File: config.mk
export PLATFORM = sky130hd
export DESIGN_NAME = ysyx_22050019_axi_rd_arb
export DESIGN_NICKNAME = d
export VERILOG_FILES = /design/src/rtl/ysyx_22050019_axi_pkg.sv /design/src/rtl/ysyx_22050019_arb_sel.sv /design/src/rtl/ysyx_22050019_axi_rd_arb.sv
export SDC_FILE = /design/constraint.sdc
export NUM_CORES = 1
export LEC_CHECK = 0
export CORE_AREA = 4 4 154 156
export DETAILED_ROUTE_END_ITERATION = 12
export DIE_AREA = 0 0 158 160
export SLEW_MARGIN = 20
export SYNTH_ARGS = -nofsm -noshare
export SYNTH_HDL_FRONTEND = slang
export SYNTH_SLANG_ARGS = --single-unit
File: constraint.sdc
create_clock -name clk -period 3.4 [get_ports clk]
set_input_delay 0.34 -clock clk [delete_from_list [all_inputs] [get_ports clk]]
set_output_delay 0.34 -clock clk [all_outputs]
set_load 0.05 [all_outputs]
File: src/rtl/ysyx_22050019_axi_pkg.sv
// Shared encodings for the two-master AXI-lite read arbiter.
// Round-robin arbitration is enabled with `define YSYX_22050019_ARB_RR_EN.
package ysyx_22050019_axi_pkg;

    typedef enum logic [2:0] {
        S_IDLE  = 3'd0,
        S_ADDR  = 3'd1,
        S_RESP  = 3'd2,
        S_ERR   = 3'd3,
        S_DRAIN = 3'd4
    } arb_state_e;

    // Plain vector constants so the state register stays a simple logic vector.
    localparam logic [2:0] ST_IDLE  = S_IDLE;
    localparam logic [2:0] ST_ADDR  = S_ADDR;
    localparam logic [2:0] ST_RESP  = S_RESP;
    localparam logic [2:0] ST_ERR   = S_ERR;
    localparam logic [2:0] ST_DRAIN = S_DRAIN;

    localparam logic [1:0] RESP_OKAY   = 2'b00;
    localparam logic [1:0] RESP_SLVERR = 2'b10;

    localparam logic [1:0] G_NONE = 2'b00;
    localparam logic [1:0] G_M0   = 2'b01;
    localparam logic [1:0] G_M1   = 2'b10;

    // Priority pointer value after serving 'served': favour the other master.
    function automatic logic prio_after(input logic [1:0] served);
        return served[0];
    endfunction

endpackage

File: src/rtl/ysyx_22050019_arb_sel.sv
// Two-requester picker: one-hot grant from req[1:0]; prio=1 favours m1 on a tie.
// The caller decides whether prio is a live pointer or a constant.
module ysyx_22050019_arb_sel
    import ysyx_22050019_axi_pkg::*;
(
    input  logic [1:0] req,
    input  logic       prio,
    output logic [1:0] gnt
);

    always_comb begin
        gnt = G_NONE;
        if (req == 2'b11) begin
            gnt = prio ? G_M1 : G_M0;
        end else if (req[1]) begin
            gnt = G_M1;
        end else if (req[0]) begin
            gnt = G_M0;
        end
    end

endmodule

File: src/rtl/ysyx_22050019_axi_rd_arb.sv
// Two-master to one-slave AXI-lite read arbiter with a response watchdog.
// `define YSYX_22050019_ARB_RR_EN selects round-robin instead of fixed m1>m0.
module ysyx_22050019_axi_rd_arb
    import ysyx_22050019_axi_pkg::*;
#(
    parameter int ADDR_W  = 64,
    parameter int DATA_W  = 64,
    parameter int TIMEOUT = 256,
    parameter int CNT_W   = 9
) (
    input  logic              clk,
    input  logic              rst_n,

    input  logic              m0_arvalid,
    output logic              m0_arready,
    input  logic [ADDR_W-1:0] m0_araddr,
    output logic              m0_rvalid,
    input  logic              m0_rready,
    output logic [DATA_W-1:0] m0_rdata,
    output logic [1:0]        m0_rresp,

    input  logic              m1_arvalid,
    output logic              m1_arready,
    input  logic [ADDR_W-1:0] m1_araddr,
    output logic              m1_rvalid,
    input  logic              m1_rready,
    output logic [DATA_W-1:0] m1_rdata,
    output logic [1:0]        m1_rresp,

    output logic              s_arvalid,
    input  logic              s_arready,
    output logic [ADDR_W-1:0] s_araddr,
    input  logic              s_rvalid,
    output logic              s_rready,
    input  logic [DATA_W-1:0] s_rdata,
    input  logic [1:0]        s_rresp,

    output logic [1:0]        grant_o
);

    localparam bit             WD_EN    = (TIMEOUT != 0);
    localparam logic [CNT_W-1:0] WD_LIMIT = CNT_W'(TIMEOUT);
    localparam logic [CNT_W-1:0] WD_MAX   = {CNT_W{1'b1}};

    logic [2:0]        state, state_nxt;
    logic [1:0]        grant, grant_nxt;
    logic [CNT_W-1:0]  wd_cnt, wd_nxt;
    logic [1:0]        sel_gnt;
    logic              prio;

    logic              g0, g1;
    logic              gr_arvalid, gr_rready;
    logic [ADDR_W-1:0] gr_araddr;
    logic              ar_hs, r_hs, err_done;

    assign g0 = (grant == G_M0);
    assign g1 = (grant == G_M1);

    assign gr_arvalid = (g0 & m0_arvalid) | (g1 & m1_arvalid);
    assign gr_rready  = (g0 & m0_rready)  | (g1 & m1_rready);
    assign gr_araddr  = g1 ? m1_araddr : (g0 ? m0_araddr : '0);

    assign ar_hs    = (state == ST_ADDR) && gr_arvalid && s_arready;
    assign r_hs     = (state == ST_RESP) && s_rvalid && gr_rready;
    assign err_done = (state == ST_ERR) && gr_rready;

    ysyx_22050019_arb_sel u_sel (
        .req  ({m1_arvalid, m0_arvalid}),
        .prio (prio),
        .gnt  (sel_gnt)
    );

`ifdef YSYX_22050019_ARB_RR_EN
    logic prio_q;

    // Pointer moves on every completed transaction, normal or error.
    always_ff @(posedge clk or negedge rst_n) begin
        if (!rst_n) begin
            prio_q <= 1'b0;
        end else if (r_hs || err_done) begin
            prio_q <= prio_after(grant);
        end
    end

    assign prio = prio_q;
`else
    assign prio = 1'b1;
`endif

    always_comb begin
        state_nxt = state;
        grant_nxt = grant;
        wd_nxt    = wd_cnt;
        case (state)
            ST_IDLE: begin
                if (sel_gnt != G_NONE) begin
                    grant_nxt = sel_gnt;
                    state_nxt = ST_ADDR;
                end
            end
            ST_ADDR: begin
                if (ar_hs) begin
                    state_nxt = ST_RESP;
                    wd_nxt    = '0;
                end
            end
            ST_RESP: begin
                if (r_hs) begin
                    state_nxt = ST_IDLE;
                    grant_nxt = G_NONE;
                end else begin
                    // Saturating count of RESP cycles that saw no handshake.
                    if (wd_cnt != WD_MAX) begin
                        wd_nxt = wd_cnt + CNT_W'(1);
                    end
                    if (WD_EN && (wd_nxt == WD_LIMIT)) begin
                        state_nxt = ST_ERR;
                    end
                end
            end
            ST_ERR: begin
                if (err_done) begin
                    state_nxt = ST_DRAIN;
                end
            end
            ST_DRAIN: begin
                if (s_rvalid) begin
                    state_nxt = ST_IDLE;
                    grant_nxt = G_NONE;
                end
            end
            default: begin
                state_nxt = ST_IDLE;
                grant_nxt = G_NONE;
            end
        endcase
    end

    always_ff @(posedge clk or negedge rst_n) begin
        if (!rst_n) begin
            state  <= ST_IDLE;
            grant  <= G_NONE;
            wd_cnt <= '0;
        end else begin
            state  <= state_nxt;
            grant  <= grant_nxt;
            wd_cnt <= wd_nxt;
        end
    end

    // Handshakes: a transfer happens on a rising edge where valid and ready are both 1;
    // valid is never gated by ready, and the non-granted master sees all zeros.
    always_comb begin
        s_arvalid  = 1'b0;
        s_araddr   = '0;
        s_rready   = 1'b0;
        m0_arready = 1'b0;
        m1_arready = 1'b0;
        m0_rvalid  = 1'b0;
        m1_rvalid  = 1'b0;
        m0_rdata   = '0;
        m1_rdata   = '0;
        m0_rresp   = RESP_OKAY;
        m1_rresp   = RESP_OKAY;
        case (state)
            ST_ADDR: begin
                s_arvalid  = gr_arvalid;
                s_araddr   = gr_araddr;
                m0_arready = g0 & s_arready;
                m1_arready = g1 & s_arready;
            end
            ST_RESP: begin
                s_rready  = gr_rready;
                m0_rvalid = g0 & s_rvalid;
                m1_rvalid = g1 & s_rvalid;
                if (g0) begin
                    m0_rdata = s_rdata;
                    m0_rresp = s_rresp;
                end
                if (g1) begin
                    m1_rdata = s_rdata;
                    m1_rresp = s_rresp;
                end
            end
            ST_ERR: begin
                m0_rvalid = g0;
                m1_rvalid = g1;
                if (g0) m0_rresp = RESP_SLVERR;
                if (g1) m1_rresp = RESP_SLVERR;
            end
            ST_DRAIN: begin
                // The late slave beat is swallowed here; masters see nothing.
                s_rready = 1'b1;
            end
            default: begin
            end
        endcase
    end

    assign grant_o = grant;

endmodule

==> results <==
[Yosys cell counts, types with 2 or more instances]
cell and n:
a211oi_1 3, a21oi_1 2, a22o_1 2, a22oi_1 65, a2bb2oi_1 2, a311oi_1 2
a31oi_1 5, a41oi_1 2, and2_1 131, and3_1 2, buf_1 4, clkbuf_1 34
dfrtp_1 14, inv_1 3, mux2_2 2, nand2_1 3, nand2b_1 5, nand3_1 3
nor2_1 81, nor2b_1 4, nor3_1 7, o21ai_0 6, or3b_2 2, xnor2_1 2
[stage by stage]
step           cells  utilization
4_1_cts         1069        0.316
3_5_place_dp    1065        0.312
2_1_floorplan    408            -
6_report        1070        0.317
3_3_place_gp    1065        0.312
5_1_grt         1070        0.317
[report_power, final]
group          switching (W)  internal, W
combinational        0.00243      0.00122
clock              0.0000699     0.000178
sequential         0.0000868     0.000212
total                0.00258      0.00161
[cell families (layout without fill, tap and decap cells)]
group                      Yosys count  after routing  share of synthesized area
AOI/OAI and AO/OA                   96             96                      0.274
xor gates and xnor gates             3              3                    0.00982
adders and majority gates            1              1                    0.00468
buffers and inverters               43            419                     0.0636
DFF                                 14             14                      0.131
muxes                                3              3                     0.0122
other                                0              1                          0
and+or+nand+nor                    248            248                      0.505
[path summary, 6_finish.rpt]
kind	start	end	slack, ns	depth (start not counted)
worst max-delay path	state[2]	m1_rdata[22]	0.44	6
worst min register to register	wd_cnt[7]	wd_cnt[7]	0.57	1
worst min-delay path	rst_n	state[1]	0.50	1
max in group asynchronous	rst_n	state[0]	2.48	1
min in group clk	wd_cnt[7]	wd_cnt[7]	0.57	1
worst max register to register	grant_o[1]	wd_cnt[1]	0.87	6
[metal layers]
| metal | vias to the layer above | wire length [um] | global-route usage |
|---|---|---|---|
| met5 | - | 13 | 0 |
| met4 | 2 | 235 | 0.0283 |
| met3 | 16 | 1640 | 0.0276 |
| met2 | 237 | 9270 | 0.239 |
| met1 | 1890 | 7650 | 0.167 |
| li1 | 2174 | - | - |
[registers in the layout, summed over array words and instances (netlist names)]
register / flops
grant_o: 2
state: 3
wd_cnt: 9
[cell type report]
class                           count  area, um^2
Clock buffer                        4        88.8
Antenna cell                        1        2.50
Fill cell                        2428       15300
Tap cell                          285         357
Timing Repair Buffer              412        4090
Sequential cell                    14         350
Inverter                            3        11.3
Multi-Input combinational cell    351        2180
==> run metrics <==
Slowest-stage cell, CP clkdlybuf4s50_1; clock skew 0.00176 ns; core area 22400 um^2; drt first pass iters 4; synth warn 0; Worst-path clk slew 0.05 ns; Leak 2.66 nW; Num CTS Buffers 3; ranking of synthesized cells by area and2_1, a22oi_1, dfrtp_1, nor2_1, clkbuf_1; crit end category primary output; Post-CTS Hold Buffers 0; Die Area 25300 um^2; Worst VDD drop 0.312 mV; Slew @ Worst Pin 0.775 ns; CTS Buffer Depth 2; share of cells above drive strength 1 0.0663; CTS tree built; Unique masters post-synth 46; fin. max-slew vios 0; initial antenna violation count 2; global-route usage over all layers 0.135; Setup CP Type reg -> out; worst skew pair latency 0.25 ns; CTS root buffer clkbuf_16; Critical Path RT 3.06 ns; routability congestion estimate 0.871; fmax 0.338 GHz; setup bufs post-CTS 0; RSZ-0062 raised after global routing no; # clock sinks 14; crit-path leading delay family buffers and inverters; area growth from synthesis to layout 165%; Hold Path Class in -> async; DRC violations left 0; syn avg cell area 6.56 um^2; Final Critical Period 2.96 ns; setup TNS 0 ns; Worst setup SP type flip-flop; status finished, final reports clean; Die Y 160 um; Max-Cap Viols 0; Synth Cell Area 2680 um^2; Ports 406; first-pass GRT wire length 26.5 mm; Crit Path Max Fanout 65; placed inst area 6990 um^2; DP Worst Slack 0.553 ns; Hold WS 0.501 ns; Post-synth top flop dfrtp_1; CTS resizes 0; port bufs 405; number of antenna-violating nets in the routed design 0; Vias/cell 4.04; syn nets 611; fin nets 988; Routed WL 18.8 mm; top cell type by total area after synthesis and2_1; Power Density 593 nW/um^2; max_slew headroom 0.480; Cell Chain, Critical Path inv_1 > nand2_1 > nor3_2 > buf_12 > and2_1 > clkdlybuf4s50_1; Worst path max stage delay 0.82 ns; GRT Residual Overflow 0; via count 4319; period utilization 0.869; Post-synth EDFFs 0; Finished Cell Area 7080 um^2; vias in the first global route 4185; WL per Instance 17.6 um; H-tree levels 1; Final Hold Viols 0; Finish-stage setup viols 0; top-area cell type share of the netlist area 0.306; total power 0.00420 W; Post-DP HPWL 16.3 mm; asr flop ratio synth 1.00; initial drt markers 172; most common cell after layout, fill and taps aside clkdlybuf4s50_1; largest net degree at the start of global routing 67; die width 158 um; most frequent cells in the layout clkdlybuf4s50_1, and2_1, nor2_1, a22oi_1, buf_4; critical path buffer and inverter count 3; WP data arrival 2.62 ns; Initial Util 0.120; row count 55; register area share after synthesis 0.131; setup ws final 0.444 ns; #FFs+latches synth 14; gate count after technology mapping 408
Note: power is estimated with default switching activity, not from simulation.
